--- src/rtl/mult_64x64_segmented.sv ---
// Sequential 64x64 unsigned multiplier: one in_a x SEG_W-bit slice of in_b is accumulated per clock.
// Build option: define MULT_SEG_RESULT_CLEAR_EN to clear result when a new operation is accepted.
//
// state | meaning
// IDLE  | waiting for start
// RUN   | accumulating one partial product per cycle, LSB segment first
// DONE  | result valid, done high for this single cycle
module mult_64x64_segmented #(
  parameter int SEG_W = 16
) (
  input  logic          clk,
  input  logic          rst,
  input  logic          start,
  input  logic [63:0]   in_a,
  input  logic [63:0]   in_b,
  output logic [127:0]  result,
  output logic          done
);

  localparam int N  = 64 / SEG_W;
  localparam int KW = (N > 1) ? $clog2(N) : 1;

  typedef enum logic [1:0] {IDLE, RUN, DONE} state_t;

  state_t                 state;
  logic [63:0]            a_reg;
  logic [63:0]            b_reg;
  logic [127:0]           acc;
  logic [KW-1:0]          k;
  logic [5:0]             seg_off;
  logic [SEG_W-1:0]       seg;
  logic [64+SEG_W-1:0]    pp;
  logic [127:0]           acc_next;
  logic                   last_seg;

  always_comb begin
    seg_off  = 6'(int'(k) * SEG_W);
    seg      = b_reg[seg_off +: SEG_W];
    pp       = {{SEG_W{1'b0}}, a_reg} * {64'd0, seg};
    acc_next = acc + (128'(pp) << seg_off);
    last_seg = (k == KW'(N - 1));
  end

  always_ff @(posedge clk or posedge rst) begin
    if (rst) begin
      state  <= IDLE;
      a_reg  <= '0;
      b_reg  <= '0;
      acc    <= '0;
      k      <= '0;
      result <= '0;
      done   <= 1'b0;
    end else begin
      case (state)
        RUN: begin
          acc <= acc_next;
          k   <= k + 1'b1;
          if (last_seg) begin
            result <= acc_next;
            done   <= 1'b1;
            state  <= DONE;
          end
        end
        default: begin
          // IDLE and DONE accept start identically; done always drops here
          done <= 1'b0;
          if (start) begin
            a_reg <= in_a;
            b_reg <= in_b;
            acc   <= '0;
            k     <= '0;
            state <= RUN;
`ifdef MULT_SEG_RESULT_CLEAR_EN
            result <= '0;
`else
            result <= result;
`endif
          end else begin
            state <= IDLE;
          end
        end
      endcase
    end
  end

endmodule

--- config.mk ---
export PLATFORM = sky130hd
export DESIGN_NAME = mult_64x64_segmented
export DESIGN_NICKNAME = d
export VERILOG_FILES = /design/src/rtl/mult_64x64_segmented.sv
export SDC_FILE = /design/constraint.sdc
export NUM_CORES = 2
export LEC_CHECK = 0
export ABC_AREA = 1
export CAP_MARGIN = 30
export CORE_MARGIN = 4
export CORE_UTILIZATION = 67
export DETAILED_ROUTE_END_ITERATION = 8
export DONT_BUFFER_PORTS = 1
export PLACE_DENSITY = 0.83
export REMOVE_ABC_BUFFERS = 1
export SETUP_SLACK_MARGIN = 0.5
export SLEW_MARGIN = 5
export SYNTH_ARGS = -nofsm -noshare
export SYNTH_HDL_FRONTEND = slang
export SYNTH_SLANG_ARGS = --single-unit
--- constraint.sdc ---
create_clock -name clk -period 18 [get_ports clk]
set_input_delay 2.7 -clock clk [delete_from_list [all_inputs] [get_ports clk]]
set_output_delay 2.7 -clock clk [all_outputs]
set_load 0.005 [all_outputs]
Word level (Yosys, flattened, before mapping)

Cells that the tools add are included.

Equality and inequality tests: 3
Reductions and logical operators: 3
Mux-type cells: 9
Bitwise gates (word level): 1
Shifts and indexed selects: 2
Multipliers: 1
Add/subtract/negate cells: 2

Operators by type and width:

| cell                                           | number |
|---|---|
| 2-to-1 mux 128 bit                             | 2 |
| adder 128 bit                                  | 1 |
| << shifter 80 x 6 -> 128 bit                   | 1 |
| multiplier 64 x 16 -> 80 bit                   | 1 |
| variable part select 64 x 7 -> 16 bit          | 1 |
| 2-to-1 mux 2 bit                               | 4 |
| AND reduction 2 bit                            | 2 |
| 2-to-1 mux 1 bit                               | 3 |
| adder 2 x 1 -> 2 bit (second input constant)   | 1 |
| == test 2 x 1 -> 1 bit (second input constant) | 1 |
| == test 2 bit (second input constant)          | 1 |
| inequality test 2 bit (second input constant)  | 1 |
| nonzero test 2 bit                             | 1 |
| inverter 1 bit                                 | 1 |

Word-level logic and storage cells: 28
Input bits: 131
Output and inout port bits: 129
Flip-flop bits (word level): 389

Logic depth before layout (Yosys ltp)

Depth after elaboration: 5
Mapped depth: 53

Worst setup path after synthesis

No wires, ideal clock.

Path kind: register to register
Start: register k[0]
End: register acc[91]
Setup slack: 9,948 ps
Data arrival time: 7,934 ps
Setup time: 118 ps
Stages on the path, launching flop included: 44
Path through: dfrtp_1 -> inv_1 -> clkbuf_1 -> clkbuf_1 -> nand2_1 -> nand3_1 -> nand2_1 -> inv_2 -> clkbuf_1 -> nand2_1 -> fa_1 -> inv_1 -> fa_1 -> fa_1 -> fa_1 -> fa_1 -> inv_1 -> fa_1 -> [8 not listed] -> a21oi_2 -> o21ai_2 -> nand2_1 -> nand3_1 -> nand3_1 -> nand3_1 -> o21ai_0 -> ha_1 -> a21oi_1 -> o21ai_0 -> a21oi_1 -> o21ai_0 -> a21oi_1 -> nand2_2 -> a21o_1 -> or2_1 -> nand3_1 -> nand2_1

Longest elaborated chain between the ends: 5

Ends and longest elaborated chain:

| item                                  | line | RTL |
|---|---|---|
| start, declared                       | 29   | `logic [KW-1:0] k;` |
| start signal, assigned                | 57   | `k <= k + 1'b1;` |
| variable part select 64 x 7 -> 16 bit | 38   | `seg = b_reg[seg_off +: SEG_W];` |
| multiplier 64 x 16 -> 80 bit          | 39   | `pp = {{SEG_W{1'b0}}, a_reg} * {64'd0, seg};` |
| << shifter 80 x 6 -> 128 bit (*)      | 40   | `acc_next = acc + (128'(pp) << seg_off);` |
| adder 128 bit (*)                     | 40   |  |
| 2-to-1 mux 128 bit (*)                | 54   | `case (state)` |
| end signal, assigned                  | 56   | `acc <= acc_next;` |
| end, declared                         | 28   | `logic [127:0] acc;` |

Every way passes the cells marked *; elsewhere a longest branch is shown, timed or not.
A chain may end at the register's enable or synchronous reset.

Final worst setup path

Start: register k[0]
End: register result[124]

Longest elaborated chain between the ends: 4
Elaborated cells between the ends (all ways): 6
Those cells by class: 1 x add/sub; 1 x mul; 1 x eq/ne; 2 x shift; 1 x reduce/logical

Ends and longest elaborated chain:

| item                                  | line | RTL |
|---|---|---|
| variable part select 64 x 7 -> 16 bit | 38   |  |
| multiplier 64 x 16 -> 80 bit          | 39   |  |
| << shifter 80 x 6 -> 128 bit          | 40   |  |
| adder 128 bit                         | 40   |  |
| end signal, assigned                  | 59   | `result <= acc_next;` |
| end signal, assigned                  | 76   | `result <= result;` |
| end, declared                         | 16   | `output logic [127:0] result,` |

Parallel ways exist; a longest one is shown, timed or not.

==> reports/results.txt <==
Post-synthesis cell type with the largest combined area -> sky130_fd_sc_hd__fa_1
Distinct cell type count of the synthesized netlist -> 56
Ranking of synthesized cells by area -> sky130_fd_sc_hd__fa_1 (29%), sky130_fd_sc_hd__dfrtp_1 (16%), sky130_fd_sc_hd__nand2_1 (12%)
Total Nets Final -> 9228
Met2 Resource Use GR -> 78.60%
Count of unresolved DRC violations after routing -> 12
Number of synthesized flops with an enable pin -> 0
Final worst hold slack -> 0.4879 ns
Via count of the first global-routing pass -> 61420
Wire length of the first global-routing pass -> 368200 µm
Drt wl/cell -> 27.20 µm
Max H-tree Level -> 2
Setup repair bufs after CTS -> 0
Number of flip-flops and latches in the synthesized netlist -> 388
Commonest cells in the synthesized netlist -> sky130_fd_sc_hd__nand2_1 (1890), sky130_fd_sc_hd__inv_1 (1515), sky130_fd_sc_hd__nor2_1 (1019)
Failing checks -> DRC
Utilization of the core after routing -> 70.91%
Data arrival time of the worst path -> 13.32 ns
CTS tree -> built
Fin. max-slew vios -> 0
Type of the tightest min-delay check -> reg2reg
Area added between synthesis and finish -> 4.259%
Via count normalized by instance count -> 6.538
Run status -> finished with violations
Launch point of the worst reg-to-reg path -> k[0]
Floorplan row count -> 108
Hold violation total from the final report -> 0
Category of the worst setup path capture point -> flip-flop
Total GRT Usage -> 52.75%
Clock skew -> 0.08179 ns
Starting utilization of the core area -> 68.02%
Io pins -> 260
Root buffer cell -> sky130_fd_sc_hd__clkbuf_16
Ys async rst share -> 100.0%
Router iterations before antenna repair -> 9
Quantity of hold-fixing buffers added after cts -> 0
Die X -> 305.7 µm
Element type at the critical path start -> flip-flop
Share of the yosys chip area belonging to registers -> 16.35%
Slew HR -> 26.12%
Pin count of the biggest net entering global routing -> 157
Timing startpoint of the critical path -> k[0]
TritonCTS Buffers -> 46
Most used standard cell by instance count after synthesis -> sky130_fd_sc_hd__nand2_1
Delay of the slowest cell on the worst path -> 0.97 ns
Number of buffers inserted by port buffering -> 0
# setup viols final -> 0
HPWL after detailed placement -> 195700 µm
Overall via count from detail_route -> 59850
Proportion of layout cells with a drive suffix above 1 -> 4.156%
Number of buffers between clock root and the deepest sink -> 3
Total Die Area -> 93450 µm²
Cells resized by post-CTS repair -> 0
Cells after synthesis -> 8145
Average cell area after synthesis -> 7.290 µm²
Yosys top cell area share -> 29.23%
Gate family responsible for the most delay along the worst path -> adder cells
Total congestion overflow -> 0
CP Class -> reg2reg
Crit-path max FO -> 41
Registers with the most flip-flops -> acc (128), result (128)
Share of the cycle needed by the critical path after routing -> 70.72%
Maximum operating frequency -> 0.07855 GHz
Die H -> 305.7 µm
Met1 capacity usage during global routing -> 61.60%
Period minus WS final -> 12.73 ns
Worst slew pin tran -> 1.100 ns
Setup total negative slack -> 0 ns
TritonCTS sink count -> 388
Hold path start -> acc[122]
RSZ-0062 raised after global routing -> no
Max-capacitance violation count -> 0
1st-iter DRT viols -> 9690
Global route hottest layer -> met2
Worst endpoint required time -> 18.59 ns
Worst path buffer plus inverter count -> 11
Worst-path clk slew -> 0.07 ns
Sum of routed wire length over all layers -> 249000 µm
GRT met3 Usage -> 16.89%
Number of antenna violations at the first check in global routing -> 13
Most used flip-flop cell after synthesis -> sky130_fd_sc_hd__dfrtp_1
Core area -> 87290 µm²
DRT antenna net count -> 0
Source-to-sink clock delay at the later pin of the worst-skew pair -> 0.73 ns
Synthesis warning total -> 0
Routability Congestion -> 1.204
Critical path's slowest cell -> sky130_fd_sc_hd__fa_1
Cell area after synthesis -> 59370 µm²
cells in the final DEF (no fill, tap or decap), drive strengths merged, types with 2 or more instances in the layout:
master,netlist,routed
a211oi,2,2
a21boi,6,6
a21o,37,37
a21oi,484,484
a22o,7,7
a31o,4,4
a31oi,9,9
a32o,3,3
and2,2,2
buf,79,45
bufinv,0,3
clkbuf,209,58
clkinv,6,24
clkinvlp,0,5
dfrtp,388,388
diode,0,12
fa,867,867
ha,280,280
inv,1530,1532
mux2,64,64
nand2,1910,1910
nand2b,2,2
nand3,399,399
nand3b,34,34
nand4,41,41
nor2,1047,1047
nor3,60,60
nor4,5,5
o2111ai,2,2
o211ai,5,5
o21a,15,15
o21ai,479,479
o21bai,34,34
or2,22,22
xnor2,55,55
xor2,53,53
worst paths after layout:
kind / endpoint / slack (ns) / depth (start not counted)
min in group asynchronous: result[22] / 1.71 / 1
max reg2reg: result[124] / 5.27 / 43
max in group asynchronous: k[1] / 14.46 / 3
min reg2reg: acc[122] / 0.49 / 2
min: acc[122] / 0.49 / 2
max: result[124] / 5.27 / 43
area by class of cell:
class	instances	area, µm²
tap	1155	1445
multi-input combinational	5933	42810
fill	6612	25390
sequential	388	9717
antenna	12	30.03
clock buffer	58	1276
timing repair buffer	45	503.0
inverter	1536	5777
clock inverter	28	340.3
worst min-delay path, stage by stage, from the launching register on:
cell,delay [ns]
sky130_fd_sc_hd__dfrtp_1,0.35
sky130_fd_sc_hd__nand2_1,0.06
sky130_fd_sc_hd__nand2_1,0.05
per-stage QoR:
stage	instance area [µm²]	instances	worst slack, ns
finish	61900	9155	5.270
CTS	61710	9137	6.083
detailed placement	60090	9051	6.342
global placement	60060	9050	6.304
floorplan	58240	7857	4.516
global route	61900	9152	5.059
kinds of logic (layout without fill, tap and decap cells):
logic type,Yosys count,count (layout),synth area share (%)
AND/OR/NAND/NOR,3523,3523,24.12
buffers and inverters,1824,1667,11.61
adder cells (fa/ha/maj),1147,1147,35.13
AO/OA/AOI/OAI,1090,1090,9.955
flip-flops,388,388,16.35
XOR/XNOR,108,108,1.593
multiplexers,65,65,1.231
other,0,12,0
metal layers:
layer	wire [µm]	share of wire [%]
met5	186	0.075
met4	29280	12
met3	33900	14
met2	106000	43
met1	79720	32
Power is not shown: default switching activity piles up to over one toggle a cycle in this logic, so the estimate is an artifact.
